--- src/rtl/datapath_ctrl_pkg.sv ---
// Shared constants, state encoding and control-word layout for the
// MIPS-subset datapath sequencer.
package datapath_ctrl_pkg;

  localparam logic [5:0] OpRtype = 6'b000000;
  localparam logic [5:0] OpAddi  = 6'b001000;
  localparam logic [5:0] OpSw    = 6'b101011;
  localparam logic [5:0] OpLw    = 6'b100011;
  localparam logic [5:0] OpBeq   = 6'b000100;
  localparam logic [5:0] OpJ     = 6'b000010;

  localparam logic [5:0] FnAdd = 6'b100000;
  localparam logic [5:0] FnSub = 6'b100010;
  localparam logic [5:0] FnAnd = 6'b100100;
  localparam logic [5:0] FnOr  = 6'b100101;
  localparam logic [5:0] FnSlt = 6'b101010;

  localparam logic [3:0] AluAnd = 4'b0000;
  localparam logic [3:0] AluOr  = 4'b0001;
  localparam logic [3:0] AluAdd = 4'b0101;
  localparam logic [3:0] AluSub = 4'b0110;
  localparam logic [3:0] AluSlt = 4'b0111;

  typedef enum logic [2:0] {
    StIdle,
    StFetch,
    StDecode,
    StExec,
    StMem,
    StWb,
    StHalt
  } state_e;

  typedef enum logic [2:0] {
    KindNone,
    KindAlu,
    KindLoad,
    KindStore,
    KindBranch,
    KindJump
  } kind_e;

  typedef struct packed {
    logic       reg_dst;
    logic       reg_write;
    logic       alu_src;
    logic [3:0] alu_control;
    logic       mem_read;
    logic       mem_write;
    logic       mem_to_reg;
  } ctrl_t;

  localparam ctrl_t CtrlNone = '0;

  function automatic logic [31:0] branch_target(input logic [31:0] pc_plus4,
                                                input logic [15:0] imm);
    return pc_plus4 + {{14{imm[15]}}, imm, 2'b00};
  endfunction

endpackage

--- src/rtl/instr_decoder.sv ---
// Combinational opcode/funct decoder: execute-phase control word, legality
// and instruction class.
module instr_decoder
  import datapath_ctrl_pkg::*;
(
  input  logic [5:0] op,
  input  logic [5:0] funct,
  output ctrl_t      ctrl,
  output logic       legal,
  output kind_e      kind
);

  always_comb begin
    ctrl  = CtrlNone;
    legal = 1'b1;
    kind  = KindNone;
    unique case (op)
      OpRtype: begin
        kind            = KindAlu;
        ctrl.reg_dst    = 1'b1;
        ctrl.reg_write  = 1'b1;
        ctrl.mem_to_reg = 1'b1;
        unique case (funct)
          FnAdd:   ctrl.alu_control = AluAdd;
          FnSub:   ctrl.alu_control = AluSub;
          FnAnd:   ctrl.alu_control = AluAnd;
          FnOr:    ctrl.alu_control = AluOr;
          FnSlt:   ctrl.alu_control = AluSlt;
          default: begin
            ctrl  = CtrlNone;
            legal = 1'b0;
            kind  = KindNone;
          end
        endcase
      end
      OpAddi: begin
        kind             = KindAlu;
        ctrl.alu_src     = 1'b1;
        ctrl.alu_control = AluAdd;
        ctrl.mem_to_reg  = 1'b1;
        ctrl.reg_write   = 1'b1;
      end
      OpSw: begin
        kind             = KindStore;
        ctrl.alu_src     = 1'b1;
        ctrl.alu_control = AluAdd;
        ctrl.mem_write   = 1'b1;
      end
      OpLw: begin
        kind             = KindLoad;
        ctrl.alu_src     = 1'b1;
        ctrl.alu_control = AluAdd;
        ctrl.mem_read    = 1'b1;
      end
      OpBeq: begin
        kind             = KindBranch;
        ctrl.alu_control = AluSub;
      end
      OpJ: begin
        kind = KindJump;
      end
      default: begin
        legal = 1'b0;
      end
    endcase
  end

endmodule

--- src/rtl/datapath_sequencer.sv ---
// Multi-cycle sequencer: fetches from instruction memory, latches IR and
// drives the datapath field/control inputs one execute sequence per instruction.
module datapath_sequencer
  import datapath_ctrl_pkg::*;
#(
  parameter logic [31:0] RESET_PC = 32'h0000_0000
) (
  input  logic        clk,
  input  logic        rst,
  input  logic        start,
  output logic        imem_req,
  output logic [31:0] imem_addr,
  input  logic        imem_valid,
  input  logic [31:0] imem_instr,
  input  logic        is0,
  output logic [5:0]  op,
  output logic [4:0]  rs,
  output logic [4:0]  rt,
  output logic [4:0]  rd,
  output logic [4:0]  shamt,
  output logic [5:0]  funct,
  output logic        RegDst,
  output logic        RegWrite,
  output logic        ALUSrc,
  output logic [3:0]  ALUcontrol,
  output logic        MemRead,
  output logic        MemWrite,
  output logic        MemtoReg,
  output logic [31:0] pc,
  output logic        halted,
  output logic [31:0] instr_count
);

  state_e      state_q, state_d;
  logic [31:0] pc_q, pc_d;
  logic [31:0] ir_q, ir_d;
  logic [31:0] count_q, count_d;
  logic [31:0] pc_plus4;

  ctrl_t dec_ctrl;
  ctrl_t ctrl;
  logic  dec_legal;
  kind_e dec_kind;

  instr_decoder u_decoder (
    .op    (ir_q[31:26]),
    .funct (ir_q[5:0]),
    .ctrl  (dec_ctrl),
    .legal (dec_legal),
    .kind  (dec_kind)
  );

  assign pc_plus4 = pc_q + 32'd4;

  always_comb begin
    state_d  = state_q;
    pc_d     = pc_q;
    ir_d     = ir_q;
    count_d  = count_q;
    ctrl     = CtrlNone;
    imem_req = 1'b0;
    unique case (state_q)
      StIdle: begin
        if (start) state_d = StFetch;
      end
      StFetch: begin
        imem_req = 1'b1;
        if (imem_valid) begin
          ir_d    = imem_instr;
          state_d = StDecode;
        end
      end
      StDecode: begin
        state_d = dec_legal ? StExec : StHalt;
      end
      StExec: begin
        ctrl = dec_ctrl;
        unique case (dec_kind)
          KindAlu, KindStore: begin
            pc_d    = pc_plus4;
            count_d = count_q + 32'd1;
            state_d = StFetch;
          end
          KindLoad: begin
            state_d = StMem;
          end
          KindBranch: begin
            pc_d    = is0 ? branch_target(pc_plus4, ir_q[15:0]) : pc_plus4;
            count_d = count_q + 32'd1;
            state_d = StFetch;
          end
          KindJump: begin
            pc_d    = {pc_plus4[31:28], ir_q[25:0], 2'b00};
            count_d = count_q + 32'd1;
            state_d = StFetch;
          end
          default: begin
            state_d = StHalt;
          end
        endcase
      end
      StMem: begin
        ctrl    = dec_ctrl;
        state_d = StWb;
      end
      StWb: begin
        // ADD is held so the load address stays valid while MemRead is high.
        ctrl.alu_src     = 1'b1;
        ctrl.alu_control = AluAdd;
        ctrl.mem_read    = 1'b1;
        ctrl.reg_write   = 1'b1;
        pc_d             = pc_plus4;
        count_d          = count_q + 32'd1;
        state_d          = StFetch;
      end
      StHalt: begin
        state_d = StHalt;
      end
      default: begin
        state_d = StIdle;
      end
    endcase
  end

  always_ff @(posedge clk or posedge rst) begin
    if (rst) begin
      state_q <= StIdle;
      pc_q    <= RESET_PC;
      ir_q    <= '0;
      count_q <= '0;
    end else begin
      state_q <= state_d;
      pc_q    <= pc_d;
      ir_q    <= ir_d;
      count_q <= count_d;
    end
  end

  assign imem_addr   = pc_q;
  assign pc          = pc_q;
  assign instr_count = count_q;
  assign halted      = (state_q == StHalt);

  assign op    = ir_q[31:26];
  assign rs    = ir_q[25:21];
  assign rt    = ir_q[20:16];
  assign rd    = ir_q[15:11];
  assign shamt = ir_q[10:6];
  assign funct = ir_q[5:0];

  assign RegDst     = ctrl.reg_dst;
  assign RegWrite   = ctrl.reg_write;
  assign ALUSrc     = ctrl.alu_src;
  assign ALUcontrol = ctrl.alu_control;
  assign MemRead    = ctrl.mem_read;
  assign MemWrite   = ctrl.mem_write;
  assign MemtoReg   = ctrl.mem_to_reg;

endmodule

--- config.mk ---
export PLATFORM = sky130hd
export DESIGN_NAME = datapath_sequencer
export DESIGN_NICKNAME = d
export VERILOG_FILES = /design/src/rtl/datapath_ctrl_pkg.sv /design/src/rtl/instr_decoder.sv /design/src/rtl/datapath_sequencer.sv
export SDC_FILE = /design/constraint.sdc
export NUM_CORES = 1
export LEC_CHECK = 0
export BUFFER_PORTS_ARGS = -buffer_cell sky130_fd_sc_hd__buf_2
export CORE_ASPECT_RATIO = 0.5
export CORE_MARGIN = 8
export CORE_UTILIZATION = 40
export DETAILED_ROUTE_END_ITERATION = 10
export GPL_ROUTABILITY_DRIVEN = 0
export PLACE_DENSITY = 0.65
export SLEW_MARGIN = 15
export SYNTH_ARGS = -nofsm -noshare
export SYNTH_HDL_FRONTEND = slang
export SYNTH_SLANG_ARGS = --single-unit
--- constraint.sdc ---
create_clock -name clk -period 5.2 [get_ports clk]
set_input_delay 0.78 -clock clk [delete_from_list [all_inputs] [get_ports clk]]
set_output_delay 0.78 -clock clk [all_outputs]
set_load 0.01 [all_outputs]
==> metrics.md <==
| Metric | Value |
|---|---|
| Status | `complete, no violations` |
| Clk sinks | `97` |
| Final min period | `4.49 ns` |
| Unrepaired setup endpoints after global routing | `no` |
| Post-CTS Setup Repair Bufs | `0` |
| Clk root buf | `clkbuf_16` |
| GR Overflow Total | `0` |
| Peak supply drop | `0.261 mV` |
| Skew-Pair Late Insertion Delay | `0.36 ns` |
| Synthesized area per cell | `8.69 um2` |
| CTS tree | `yes` |
| Fillers | `1766` |
| Routed WL per cell | `18.3 um` |
| Synth top area cells | `dfrtp_1, xnor2_1, ha_1, mux2_2, nand2_1` |
| Worst EP required | `5.44 ns` |
| # IOs | `177` |
| Pwr dens | `646 nW/um2` |
| Relative slew margins | `38.0%` |
| Synth Instances | `846` |
| Post-DRT Antenna Nets | `0` |
| Static Leak | `4.05 nW` |
| Synthesis-to-layout area growth | `15.6%` |
| Hold Crit Class | `flip-flop to flip-flop` |
| Nets | `1043` |
| Post-Route Setup TNS | `0 ns` |
| CP max FO | `9` |
| Maximum clock frequency | `223 MHz` |
| TritonCTS buffer count | `9` |
| Largest buffer count on any clock path | `2` |
| Die Ht | `112 um` |
| PortBufs | `171` |
| Number of flops mapped to enable cells by yosys | `0` |
| Die area | `23200 um2` |
| H-tree depth | `3` |
| Final instance area | `8500 um2` |
| Residual DRC | `0` |
| Post-DP HPWL | `16800 um` |
| Setup CP Type | `flip-flop to flip-flop` |
| Setup-failing EPs final | `0` |
| Initial antenna violation count | `0` |
| Initial Util | `40.4%` |
| First-pass GRT wire length | `35700 um` |
| Clk_skew | `0.0109 ns` |
| Crit path DAT | `4.73 ns` |
| FP Rows | `35` |
| Reg area | `2430 um2` |
| Main synth FF type | `dfrtp_1` |
| CP endpoint kind | `flip-flop` |
| Antenna diodes | `0` |
| Proportion of layout cells with a drive suffix above 1 | `24.8%` |
| Area of the multi-input gates | `4460 um2` |
| Reg clk slew, reported paths | `0.08 ns` |
| Max_cap viols | `0` |
| Cells after DPL | `1198` |
| Pin count of the biggest net entering global routing | `54` |
| Startpoint types | `flip-flop` |
| Yosys top cell area share | `33.0%` |
| Count of different cell masters after synthesis | `68` |
| Post-synth top area cell | `dfrtp_1` |
| Hold Slack | `0.472 ns` |
| First-pass DRT Iterations | `6` |
| Drt initial violations | `588` |
| Cell area after synthesis | `7360 um2` |
| Hold-fix buffers, CTS | `0` |
| Drt via density | `5.64` |
| Post-Route WL | `22200 um` |
| Crit share post-route | `86.4%` |
| Via count | `6848` |
| Core ar. | `18200 um2` |
| Register area share after synthesis | `33.0%` |
| Vias in the first global route | `6588` |
| Placed Area | `8180 um2` |
| Total Routing Usage GR | `18.6%` |
| Cell Count, Final, Fillers Out | `1214` |
| Yosys warns | `0` |
| Die Wd | `208 um` |
| Hold Fails Final Rpt | `0` |
| Max-slew violations | `0` |
| Synth Register Bits | `97` |
| Worst Tran Pin Value | `0.930 ns` |
| Asr flop ratio synth | `100%` |
-- Yosys cell counts, drive strengths merged, types with 3 or more instances --
cell    instances
a22oi           6
and2            6
xnor2          57
nor2           60
nor4            5
nand2b         13
inv            24
a21o           12
mux2           34
o21ai          45
buf            41
o31ai           5
a221oi         14
clkbuf         29
ha             36
o22ai          13
dfrtp          97
a211o           4
and4            6
nor2b           6
nand3          45
a22o            4
a221o           4
a21oi          61
nand4          19
nor4b           3
nand2          85
o211ai          7
a31oi           7
and3           23
a311oi          3
xor2           28
nor3           13
-- routing by layer --
layer	vias to the layer above	GRT usage [%]	wire [um]
li1	3273	-	-
met1	3306	24.8	10200
met2	248	30.2	10200
met3	21	4.07	1440
met4	0	4.75	316
met5	-	0	0
-- layout by cell type, fill, tap and decap left out, types with 3 or more instances in the layout --
cell type  synthesis  final
a221o_1            4      4
clkbuf_16          0      9
o21ai_0           44     43
o31ai_1            5      5
xnor2_1           57     57
nor2_1            58     58
a311oi_1           3      3
a221oi_1          14     14
inv_1             24     23
nand3_1           44     44
a22oi_1            6      6
clkinv_4           0      3
a21o_1            12     12
a21oi_1           61     61
conb_1             1      5
dfrtp_1           97     97
mux2_2            34     34
nor2b_1            6      6
and2_1             6      6
a31oi_1            7      7
nor3_1            11     11
a211o_1            4      4
xor2_1            28     28
ha_1              36     36
buf_2              3    171
a22o_1             4      4
and3_1            23     23
buf_4             35      7
nand2b_1          13     13
nor4_1             4      4
o22ai_1           13     13
o211ai_1           6      6
nand4_1           18     18
nand2_1           85     85
and4_1             6      6
-- cell type report --
| cell class | instances | share of cell area, % |
|---|---|---|
| repair buffers | 178 | 10.7 |
| flip-flops and latches | 97 | 28.6 |
| clock buffers | 9 | 2.65 |
| clock inverters | 7 | 1.00 |
| well taps | 240 | 3.53 |
| multi-input cells | 659 | 52.5 |
| inverters | 24 | 1.09 |
-- logic make-up (layout without fill, tap and decap cells) --
family / after synthesis / in the layout / share of synthesized area (%)
mux: 35 / 35 / 5.34
xor+xnor: 85 / 85 / 10.1
buf+inv: 94 / 218 / 6.63
fa+ha+maj: 37 / 37 / 6.40
flops: 97 / 97 / 33.0
other cells: 1 / 5 / 0.0510
compound gates: 204 / 204 / 18.1
simple gates: 293 / 293 / 20.3
-- stage by stage --
stage / util [%] / setup WS [ns] / total power [mW]
CTS: 46.6 / 0.433 / 5.49
global placement: 44.9 / 0.615 / 4.71
finish: 46.7 / 0.706 / 5.49
floorplan: - / 1.05 / 3.87
detailed placement: 44.9 / 0.488 / 4.75
global route: 46.7 / 0.0851 / 5.95
-- flip-flops by register name (all words and copies together) (netlist names) --
register,flops
instr_count,32
state_q,3
ir_q,32
imem_addr,30
-- what timing repair did --
action | 4_1_cts | 5_1_grt
resized for setup | 0 | 2
setup endpoints to repair | 0 | 1
hold endpoints to repair | 0 | 0
-- where the power goes --
part | internal, mW | switching, mW | total [mW]
Combinational | 1.43 | 1.94 | 3.37
Clock | 0.383 | 0.320 | 0.702
Sequential | 0.999 | 0.425 | 1.42
Total | 2.81 | 2.69 | 5.49
-- final timing paths --
check                           startpoint               to  slack (ns)  depth (start not counted)
setup / recovery              imem_addr[4]    imem_addr[31]        0.71                         17
hold / removal             instr_count[31]  instr_count[31]        0.47                          1
setup reg to reg              imem_addr[4]    imem_addr[31]        0.71                         17
hold reg to reg            instr_count[31]  instr_count[31]        0.47                          1
max in group asynchronous              rst         ir_q[10]        3.61                          3
min in group asynchronous              rst  instr_count[15]        0.53                          2
-- critical path, cell delays in order (launching register included) --
cell,delay [ns]
dfrtp_1,0.48
and4_1,0.28
and3_1,0.32
and3_1,0.30
and3_1,0.27
nand2_1,0.09
xnor2_1,0.16
ha_1,0.39
nand2_1,0.12
o21ai_1,0.22
nor4b_1,0.09
o31a_1,0.12
o41ai_1,0.38
a21oi_1,0.21
nor4b_2,0.43
mux2i_1,0.24
nand4_1,0.12
xor2_1,0.16
Power figures use the tool's default switching activity.
